===== src/rtl/nabp_filtered_line_buffer_if.sv =====
// Bundle between the filtered line buffer, the sinogram addresser/RAM and the consumer.
// master: the line buffer (drives fr_s_val, fr_next_angle, pe_data, pe_angle, pe_valid, done).
// slave: the surroundings (drive hs_kick, fr_angle, fr_has_next_angle, sg_data, pe_s_addr, pe_next_angle).
interface nabp_filtered_line_buffer_if #(
  parameter int S_WIDTH     = 3,
  parameter int DATA_WIDTH  = 16,
  parameter int ANGLE_WIDTH = 9
) ();
  logic                   hs_kick;
  logic [ANGLE_WIDTH-1:0] fr_angle;
  logic                   fr_has_next_angle;
  logic [S_WIDTH-1:0]     fr_s_val;
  logic                   fr_next_angle;
  logic [DATA_WIDTH-1:0]  sg_data;
  logic [S_WIDTH-1:0]     pe_s_addr;
  logic [DATA_WIDTH-1:0]  pe_data;
  logic [ANGLE_WIDTH-1:0] pe_angle;
  logic                   pe_valid;
  logic                   pe_next_angle;
  logic                   done;

  modport master (
    input  hs_kick, fr_angle, fr_has_next_angle, sg_data, pe_s_addr, pe_next_angle,
    output fr_s_val, fr_next_angle, pe_data, pe_angle, pe_valid, done
  );

  modport slave (
    output hs_kick, fr_angle, fr_has_next_angle, sg_data, pe_s_addr, pe_next_angle,
    input  fr_s_val, fr_next_angle, pe_data, pe_angle, pe_valid, done
  );
endinterface


===== src/rtl/nabp_filtered_line_buffer.sv =====
// Double-buffered projection line store: fills one bank from the sinogram RAM while the consumer reads the other.
// Latency: pe_data one cycle after pe_s_addr; one line per LINE_SIZE+2 cycles with a ready consumer.
// Backpressure: waits in FULL with fr_next_angle low (stalling the addresser) while both banks hold unconsumed lines.
// Ports: clk, reset_n (synchronous, active-low); bus (master modport) carries the addresser handshake
//   (hs_kick, fr_angle, fr_has_next_angle, fr_s_val, fr_next_angle), RAM data (sg_data),
//   consumer side (pe_s_addr, pe_data, pe_angle, pe_valid, pe_next_angle) and the done pulse.
module nabp_filtered_line_buffer #(
  parameter int S_WIDTH     = 3,
  parameter int LINE_SIZE   = 8,
  parameter int DATA_WIDTH  = 16,
  parameter int ANGLE_WIDTH = 9
) (
  input  logic clk,
  input  logic reset_n,
  nabp_filtered_line_buffer_if.master bus
);

  typedef enum logic [2:0] {IDLE, REQ, FILL, FULL, DRAIN} state_t;

  localparam logic [S_WIDTH-1:0] S_LAST = S_WIDTH'(LINE_SIZE - 1);

  state_t                 state, state_nxt;
  logic [S_WIDTH-1:0]     s_cnt;
  logic [S_WIDTH-1:0]     s_d1;
  logic                   wr_en_d1;
  logic                   fill_sel;
  logic [ANGLE_WIDTH-1:0] fill_angle;
  logic                   pe_valid_q;
  logic [ANGLE_WIDTH-1:0] pe_angle_q;
  logic [DATA_WIDTH-1:0]  pe_data_q;
  logic                   last_s;
  logic                   swap;

  logic [DATA_WIDTH-1:0]  bank [2][LINE_SIZE];

  assign last_s       = (s_cnt == S_LAST);
  assign bus.pe_valid = pe_valid_q;
  assign bus.pe_angle = pe_angle_q;
  assign bus.pe_data  = pe_data_q;

  // State register
  always_ff @(posedge clk) begin
    if (!reset_n) state <= IDLE;
    else          state <= state_nxt;
  end

  // Next-state logic
  always_comb begin
    state_nxt = state;
    case (state)
      IDLE:    if (bus.hs_kick) state_nxt = REQ;
      REQ:     state_nxt = bus.fr_has_next_angle ? FILL : DRAIN;
      FILL:    if (last_s) state_nxt = FULL;
      FULL:    if (swap) state_nxt = REQ;
      DRAIN:   if (!pe_valid_q) state_nxt = IDLE;
      default: state_nxt = IDLE;
    endcase
  end

  // Output logic. A release in the same cycle as the swap frees the read bank,
  // so the freshly filled line can take its place without a bubble.
  always_comb begin
    bus.fr_next_angle = (state == REQ);
    bus.fr_s_val      = (state == FILL) ? s_cnt : '0;
    bus.done          = (state == DRAIN) && !pe_valid_q;
    swap              = (state == FULL) && (!pe_valid_q || bus.pe_next_angle);
  end

  // Sweep counter, write pipeline, bank ownership and consumer-side state.
  // RAM data arrives one cycle after the address, so the write index and
  // enable are delayed by one cycle; the last write lands on the first FULL edge.
  always_ff @(posedge clk) begin
    if (!reset_n) begin
      s_cnt      <= '0;
      s_d1       <= '0;
      wr_en_d1   <= 1'b0;
      fill_sel   <= 1'b0;
      fill_angle <= '0;
      pe_valid_q <= 1'b0;
      pe_angle_q <= '0;
      pe_data_q  <= '0;
    end else begin
      s_cnt    <= (state == FILL && !last_s) ? s_cnt + 1'b1 : '0;
      s_d1     <= s_cnt;
      wr_en_d1 <= (state == FILL);
      if (state == FILL && s_cnt == '0) fill_angle <= bus.fr_angle;
      if (swap) begin
        fill_sel   <= ~fill_sel;
        pe_angle_q <= fill_angle;
        pe_valid_q <= 1'b1;
      end else if (bus.pe_next_angle) begin
        pe_valid_q <= 1'b0;
      end
      pe_data_q <= bank[~fill_sel][bus.pe_s_addr];
    end
  end

  // Bank storage carries no reset; contents are meaningless until written.
  // fill_sel is sampled before any same-edge toggle, so the final write of a
  // line still goes to the bank that was being filled.
  always_ff @(posedge clk) begin
    if (wr_en_d1) bank[fill_sel][s_d1] <= bus.sg_data;
  end

endmodule


===== src/flat_wrapper.sv =====
// flat-port wrapper written by rule: the top's interface ports become plain ports
module nabp_filtered_line_buffer_flat 
#(
  parameter int S_WIDTH     = 3,
  parameter int LINE_SIZE   = 8,
  parameter int DATA_WIDTH  = 16,
  parameter int ANGLE_WIDTH = 9
)
  (clk, reset_n, bus_hs_kick, bus_fr_angle, bus_fr_has_next_angle, bus_sg_data, bus_pe_s_addr, bus_pe_next_angle, bus_fr_s_val, bus_fr_next_angle, bus_pe_data, bus_pe_angle, bus_pe_valid, bus_done);
  nabp_filtered_line_buffer_if #(.S_WIDTH(S_WIDTH), .DATA_WIDTH(DATA_WIDTH), .ANGLE_WIDTH(ANGLE_WIDTH)) bus_i ();
  input  logic clk;
  input  logic reset_n;
  input wire logic [$bits(bus_i.hs_kick)-1:0] bus_hs_kick;
  input wire logic [$bits(bus_i.fr_angle)-1:0] bus_fr_angle;
  input wire logic [$bits(bus_i.fr_has_next_angle)-1:0] bus_fr_has_next_angle;
  input wire logic [$bits(bus_i.sg_data)-1:0] bus_sg_data;
  input wire logic [$bits(bus_i.pe_s_addr)-1:0] bus_pe_s_addr;
  input wire logic [$bits(bus_i.pe_next_angle)-1:0] bus_pe_next_angle;
  output wire logic [$bits(bus_i.fr_s_val)-1:0] bus_fr_s_val;
  output wire logic [$bits(bus_i.fr_next_angle)-1:0] bus_fr_next_angle;
  output wire logic [$bits(bus_i.pe_data)-1:0] bus_pe_data;
  output wire logic [$bits(bus_i.pe_angle)-1:0] bus_pe_angle;
  output wire logic [$bits(bus_i.pe_valid)-1:0] bus_pe_valid;
  output wire logic [$bits(bus_i.done)-1:0] bus_done;
  assign bus_i.hs_kick = bus_hs_kick;
  assign bus_i.fr_angle = bus_fr_angle;
  assign bus_i.fr_has_next_angle = bus_fr_has_next_angle;
  assign bus_i.sg_data = bus_sg_data;
  assign bus_i.pe_s_addr = bus_pe_s_addr;
  assign bus_i.pe_next_angle = bus_pe_next_angle;
  assign bus_fr_s_val = bus_i.fr_s_val;
  assign bus_fr_next_angle = bus_i.fr_next_angle;
  assign bus_pe_data = bus_i.pe_data;
  assign bus_pe_angle = bus_i.pe_angle;
  assign bus_pe_valid = bus_i.pe_valid;
  assign bus_done = bus_i.done;
  nabp_filtered_line_buffer #(.S_WIDTH(S_WIDTH), .LINE_SIZE(LINE_SIZE), .DATA_WIDTH(DATA_WIDTH), .ANGLE_WIDTH(ANGLE_WIDTH)) u_core (.clk(clk), .reset_n(reset_n), .bus(bus_i));
endmodule

===== config.mk =====
export PLATFORM = sky130hd
export DESIGN_NAME = nabp_filtered_line_buffer_flat
export DESIGN_NICKNAME = d
export VERILOG_FILES = /design/src/rtl/nabp_filtered_line_buffer_if.sv /design/src/rtl/nabp_filtered_line_buffer.sv /design/src/flat_wrapper.sv
export SDC_FILE = /design/constraint.sdc
export NUM_CORES = 1
export LEC_CHECK = 0
export BUFFER_PORTS_ARGS = -buffer_cell sky130_fd_sc_hd__buf_4
export CORE_MARGIN = 2
export CORE_UTILIZATION = 54
export DETAILED_ROUTE_END_ITERATION = 8
export GPL_TIMING_DRIVEN = 0
export PLACE_DENSITY = 0.71
export SKIP_CTS_REPAIR_TIMING = 1
export SYNTH_ARGS = -nofsm -noshare
export SYNTH_HDL_FRONTEND = slang
export SYNTH_SLANG_ARGS = --single-unit

===== constraint.sdc =====
create_clock -name clk -period 2.39 [get_ports clk]
set_input_delay 0.1195 -clock clk [delete_from_list [all_inputs] [get_ports clk]]
set_output_delay 0.1195 -clock clk [all_outputs]
set_load 0.05 [all_outputs]

==> results.md, run 1 <==
* Status: finished, violations left
* Failing checks: negative hold slack
* Starting Density at 0.549
* Crit. End Element: flop
* Die Y at 150 µm
* Synth area leaders: edfxtp_1, mux2i_1, dfxtp_1, a22oi_1, mux4_2
* Core Region at 21000 µm²
* # diodes at 0
* Final net count at 842
* Fin area at 13800 µm²
* # setup viols final at 0
* # DRC at 0
* Startpoint Class: flop
* Io pins at 64
* FF/Latch Area at 8610 µm²
* Largest family of logic cells by synthesized area: multiplexers
* Fin Hold WS at -0.0167 ns
* Dpl cells at 1018
* Async SR Flop Fraction at 0
* Tmin final at 2.35 ns
* Critical path type: flop to flop
* CP max FO at 10
* Die outline width at 150 µm
* CTS clk-pin slew, worst paths at 0.06 ns
* Hold path depth at 4
* Non-Filler Instances at 1101
* First-pass GRT wire length at 35800 µm
* Mean Syn Cell Area at 17.2 µm²
* Unrepaired setup endpoints after global routing: true
* Synth area leader: edfxtp_1
* Worst hold-check path type: input port to flop
* Port Buf Inserts at 62
* Post-synth top cells: edfxtp_1, mux2i_1, a22oi_1
* DR WL/cell at 22.1 µm
* Mapped Nets at 707
* Worst R2R Setup Slack at 0.04 ns
* Final ANT Viol Nets at 0
* Synth cell types at 32
* GRT overflow at 0
* Synth Area in XOR/XNOR at 0.000759
* Max-slew headroom at 0.480
* Share of layout cells above drive strength 1 at 0.201
* Tot Pwr at 10.5 mW
* Skew final at 0.00767 ns
* DR pass1 iterations at 5
* Fin. Hold Viols at 1
* DIE AREA at 22600 µm²
* Largest net degree at the start of global routing at 17
* Routed WL at 24300 µm
* PwrDens at 760 nW/µm²
* Period utilization at 0.984
* Top cell type's share of synthesized area at 0.666
* Vias in the first global route at 6201
* Starting DRT DRC Count at 654
* Placed cell area at 12600 µm²
* Clk Latency, worst-skew pair at 0.55 ns
* Vias per std cell at 5.69
* Seq cells post-synth at 302
* Footprint of the multi-input gates at 2770 µm²
* Fmax at 0.425 GHz
* Post-Syn Area at 11500 µm²
* EDFF count, synth at 256
* Adder-Cell Fraction of Synth Area at 0.00325
* Mux cell area share after synthesis at 0.129
* CTS Buf Count at 29
* Root Buffer: clkbuf_16
* Data arrival, critical path at 2.60 ns
* H-tree depth at 1
* WP data required at 2.64 ns
* Compound-Gate Fraction of Synth Area at 0.0438
* Initial antenna violation count at 0
* Synth Instances at 671
* Sequential element share of the synthesized area at 0.746
* Fillers at 1408
* CTS sink cnt at 302
* P_leak at 4.54 nW
* Slew of the pin with the lowest slew margin at 0.779 ns
* Syn. warnings at 0
* Count leader, synth: edfxtp_1
* Post-synthesis simple-gate area fraction at 0.0546
* All-Layer GR Usage at 0.213
* GPL Wtd Cong at 0.797
* VDD IR max at 0.600 mV
* Synth Flop Type: edfxtp_1
* DR vias at 6266
* Reg2Reg Depth at 7
* Slew Limit Fails at 0
* CTS tree: yes
* Rows at 53
* DPL Wire Length at 15900 µm
* CTS Buffer Depth at 3
* Max-cap violations at 0
* Area grow syn2layout at 19.9%
[worst max-delay path, cell delays in order, from the launching register on]
cell	delay (ns)
dfxtp_1	0.33
buf_6	0.13
buf_6	0.16
buf_8	0.19
buf_8	0.18
nand3b_1	0.29
nor2_2	0.53
buf_8	0.23
[where the power goes]
part	switching [mW]	leakage [nW]	internal (mW)	total [mW]
combinational	0.348	1.43	0.197	0.545
sequential	0.0150	2.68	5.74	5.76
clock	1.83	0.435	2.38	4.22
total	2.20	4.54	8.32	10.5
[area by class of cell]
| type | count | share of cell area |
|---|---|---|
| plain buffers | 36 | 0.0180 |
| well taps | 275 | 0.0249 |
| flip-flops and latches | 302 | 0.622 |
| repair buffers | 104 | 0.0700 |
| multi-input cells | 329 | 0.200 |
| clock buffers | 39 | 0.0588 |
| inverters | 4 | 0.00108 |
| clock inverters | 12 | 0.00506 |
[routing by layer]
layer | track usage | vias up | share of wire
met1 | 0.299 | 3180 | 0.43
li1 | - | 2865 | -
met5 | 0 | - | 0
met4 | 0.0514 | 0 | 0.016
met2 | 0.362 | 187 | 0.51
met3 | 0.0258 | 34 | 0.048
[metrics by stage]
stage,utilization,setup slack (ns),TNS [ns],hold WS (ns)
CTS,0.640,-0.176,-7.47,-0.174
floorplan,-,0.0549,0,0.218
global route,0.659,-0.0387,-0.353,-0.00899
finish,0.659,0.0387,0,-0.0167
global placement,0.588,-0.559,-116.68,0.376
detailed placement,0.598,-0.166,-7.05,0.387
[cells in the final DEF, fill, tap and decap left out, types with 2 or more instances in the layout]
cell,instances
nand2_1,21
clkinv_2,3
buf_2,9
mux2i_1,122
nand3b_1,4
a22oi_1,52
a21oi_1,2
buf_4,67
edfxtp_1,256
ha_1,3
and2_1,10
dfxtp_1,46
clkbuf_1,19
mux4_2,12
nor2b_1,22
nor3_4,4
buf_12,5
clkbuf_16,30
inv_1,4
clkbuf_8,3
buf_6,8
nor2_2,6
clkinv_1,7
buf_8,10
dlygate4sd3_1,28
nand3_1,17
nor2_4,6
nor2_1,5
o21ai_1,17
nand2b_1,17
[cells by family after synthesis]
group                      Yosys count
buffers and inverters               40
and+or+nand+nor                    117
adders and majority gates            3
AOI/OAI and AO/OA                   74
muxes                              134
xor gates and xnor gates             1
DFF                                302
[worst paths after layout]
| path | startpoint | to |
|---|---|---|
| max | u_core.fill_sel | u_core.bank[1][51] |
| min | bus_pe_s_addr[0] | u_core.bus.pe_data[7] |
| max reg2reg | u_core.fill_sel | u_core.bank[1][51] |
| min reg2reg | u_core.fill_angle[3] | u_core.fill_angle[3] |
[sequential cells by signal, summed over array words and instances, names as in the netlist]
name,cells
u_core.bus.pe_valid,1
u_core.fill_sel,1
u_core.bus.pe_data,16
u_core.s_d1,3
u_core.s_cnt,3
u_core.fill_angle,9
u_core.state,3
u_core.bus.pe_angle,9
u_core.bank,256
u_core.wr_en_d1,1
Power figures use the tool's default switching activity.
==> inputs of run 2 (changes only) <==
--- a/config.mk
+++ b/config.mk
@@ -7,10 +7,11 @@
 export LEC_CHECK = 0
 export BUFFER_PORTS_ARGS = -buffer_cell sky130_fd_sc_hd__buf_4
 export CORE_MARGIN = 2
-export CORE_UTILIZATION = 54
+export CORE_UTILIZATION = 35
 export DETAILED_ROUTE_END_ITERATION = 8
+export GPL_ROUTABILITY_DRIVEN = 0
 export GPL_TIMING_DRIVEN = 0
-export PLACE_DENSITY = 0.71
+export PLACE_DENSITY = 0.48
 export SKIP_CTS_REPAIR_TIMING = 1
 export SYNTH_ARGS = -nofsm -noshare
 export SYNTH_HDL_FRONTEND = slang
==> results.md, run 2 (synthesis results as in run 1) <==
* PwrDens at 783 nW/µm² (was 760 nW/µm²)
* Slew of the pin with the lowest slew margin at 0.792 ns (was 0.779 ns)
* Unrepaired setup endpoints after global routing: true (unchanged)
* CP max FO at 12 (was 10)
* Port Buf Inserts at 62 (unchanged)
* Most common cell after layout, fill and taps aside: edfxtp_1 (unchanged)
* Max-cap violations at 0 (unchanged)
* Period utilization at 0.961 (was 0.984)
* Final net count at 850 (was 842)
* Critical path type: flop to flop (unchanged)
* Die outline width at 186 µm (was 150 µm)
* Rows at 66 (was 53)
* First-pass GRT wire length at 39700 µm (was 35800 µm)
* # DRC at 0 (unchanged)
* Critical path buffers and inverters at 5 (unchanged)
* Vias in the first global route at 6309 (was 6201)
* Area grow syn2layout at 24.4% (was 19.9%)
* Max-slew headroom at 0.472 (was 0.480)
* Fin worst setup slack at 0.0922 ns (was 0.0387 ns)
* Starting Density at 0.355 (was 0.549)
* Startpoint Class: flop (unchanged)
* Final TNS setup at 0 ns (unchanged)
* Most frequent cells in the layout: edfxtp_1, mux2i_1, buf_4 (unchanged)
* Layout Utilization at 0.441 (was 0.659)
* CTS clk-pin slew, worst paths at 0.06 ns (about the same)
* Tmin final at 2.30 ns (was 2.35 ns)
* Max incr delay on CP at 0.50 ns (was 0.53 ns)
* DR WL/cell at 20.8 µm (was 22.1 µm)
* Largest net degree at the start of global routing at 17 (unchanged)
* GRT overflow at 0 (unchanged)
* Max reg flops at 256 (unchanged)
* Crit. End Element: flop (unchanged)
* Share of layout cells above drive strength 1 at 0.218 (was 0.201)
* Clk Latency, worst-skew pair at 0.50 ns (was 0.55 ns)
* Tot Pwr at 11.3 mW (was 10.5 mW)
* H-tree depth at 2 (was 1)
* Routed WL at 26700 µm (was 24300 µm)
* VDD IR max at 0.402 mV (was 0.600 mV)
* Skew final at 0.0124 ns (was 0.00767 ns)
* Worst hold-check path type: input port to flop (unchanged)
* DR pass1 iterations at 5 (unchanged)
* Die Y at 186 µm (was 150 µm)
* CTS sink cnt at 302 (unchanged)
* Core Region at 32500 µm² (was 21000 µm²)
* Final ANT Viol Nets at 0 (unchanged)
* All-Layer GR Usage at 0.158 (was 0.213)
* P_leak at 4.70 nW (was 4.54 nW)
* Fmax at 0.435 GHz (was 0.425 GHz)
* Starting DRT DRC Count at 513 (was 654)
* Root Buffer: clkbuf_16 (unchanged)
* Status: complete, no violations (was finished, violations left)
* Most flop-heavy register: u_core.bank (unchanged)
* WP data required at 2.60 ns (was 2.64 ns)
* Data arrival, critical path at 2.50 ns (was 2.60 ns)
* CTS tree: yes (unchanged)
* Initial antenna violation count at 0 (unchanged)
* Io pins at 64 (unchanged)
* # setup viols final at 0 (unchanged)
* Top Family by Delay on Critical Path: buffers and inverters (unchanged)
* Vias per std cell at 4.84 (was 5.69)
* Slew Limit Fails at 0 (unchanged)
* CTS Buffer Depth at 3 (unchanged)
* CTS Buf Count at 34 (was 29)
* Crit-path cells: buf_6, buf_6, buf_8, buf_8, nand3_1, nor2_2, buf_16 (was buf_6, buf_6, buf_8, buf_8, nand3b_1, nor2_2, buf_8)
* DIE AREA at 34500 µm² (was 22600 µm²)
* Fillers at 2929 (was 1408)
* Fin. Hold Viols at 0 (was 1)
* Worst path slowest cell: nor2_2 (unchanged)
* DPL Wire Length at 17600 µm (was 15900 µm)
* DR vias at 6207 (was 6266)
* DP Worst Slack at -0.113 ns (was -0.166 ns)
## run 2: cell types whose count changed in the layout (fill, tap and decap cells not counted), moves of 2 or more
cell	previous run	this run
clkbuf_16	30	35
buf_8	10	8
clkinv_2	3	9
buf_6	8	6
clkbuf_8	3	5
nor2_4	6	2
buf_12	5	3
buf_16	0	8
clkinv_1	7	1
nor2_2	6	10
clkbuf_1	19	21
## run 2: power by group
| part | internal (mW) | switching, mW | total [mW] |
|---|---|---|---|
| Combinational | 0.197 | 0.356 | 0.553 |
| Clock | 2.96 | 1.98 | 4.94 |
| Sequential | 5.74 | 0.0134 | 5.76 |
| Total | 8.90 | 2.35 | 11.3 |
## run 2: metrics by stage
stage / hold slack (ns) / cells / area [µm²]
finish: 0.0927 / 1282 / 14400
global route: 0.116 / 1281 / 14400
CTS: -0.145 / 1250 / 14000
detailed placement: 0.382 / 1189 / 12900
global placement: 0.375 / 1175 / 12600
floorplan: 0.218 / 671 / 11600
## run 2: path summary, 6_finish.rpt
kind                         start  slack [ns]                     to  cells past startpoint
hold / removal    bus_pe_s_addr[0]        0.09  u_core.bus.pe_data[8]                      4
hold reg to reg    u_core.s_cnt[1]        0.51         u_core.s_d1[1]                      1
setup reg to reg   u_core.fill_sel        0.09      u_core.bank[1][6]                      7
setup / recovery   u_core.fill_sel        0.09      u_core.bank[1][6]                      7
## run 2: cell type report
class                      count  area [µm²]  share of cell area
tap                          442         553              0.0385
clock inverter                13         104             0.00723
timing repair buffer         107        1100              0.0768
multi-input combinational    329        2750               0.192
buffer                        36         249              0.0173
clock buffer                  48         975              0.0679
sequential                   302        8610               0.599
antenna                        1        2.50            0.000174
inverter                       4        15.0             0.00105
## run 2: routing by layer
metal / wire length (µm) / track usage
met2: 13300 / 0.271
met1: 11700 / 0.211
met4: 408 / 0.0362
met5: 0 / 0
met3: 1250 / 0.0248
## run 2: worst register-to-register path: stages (launching register included)
cell and delay [ns]:
dfxtp_1 0.32, buf_6 0.13, buf_6 0.16, buf_8 0.20, buf_8 0.19, nand3_1 0.29, nor2_2 0.50, buf_16 0.21
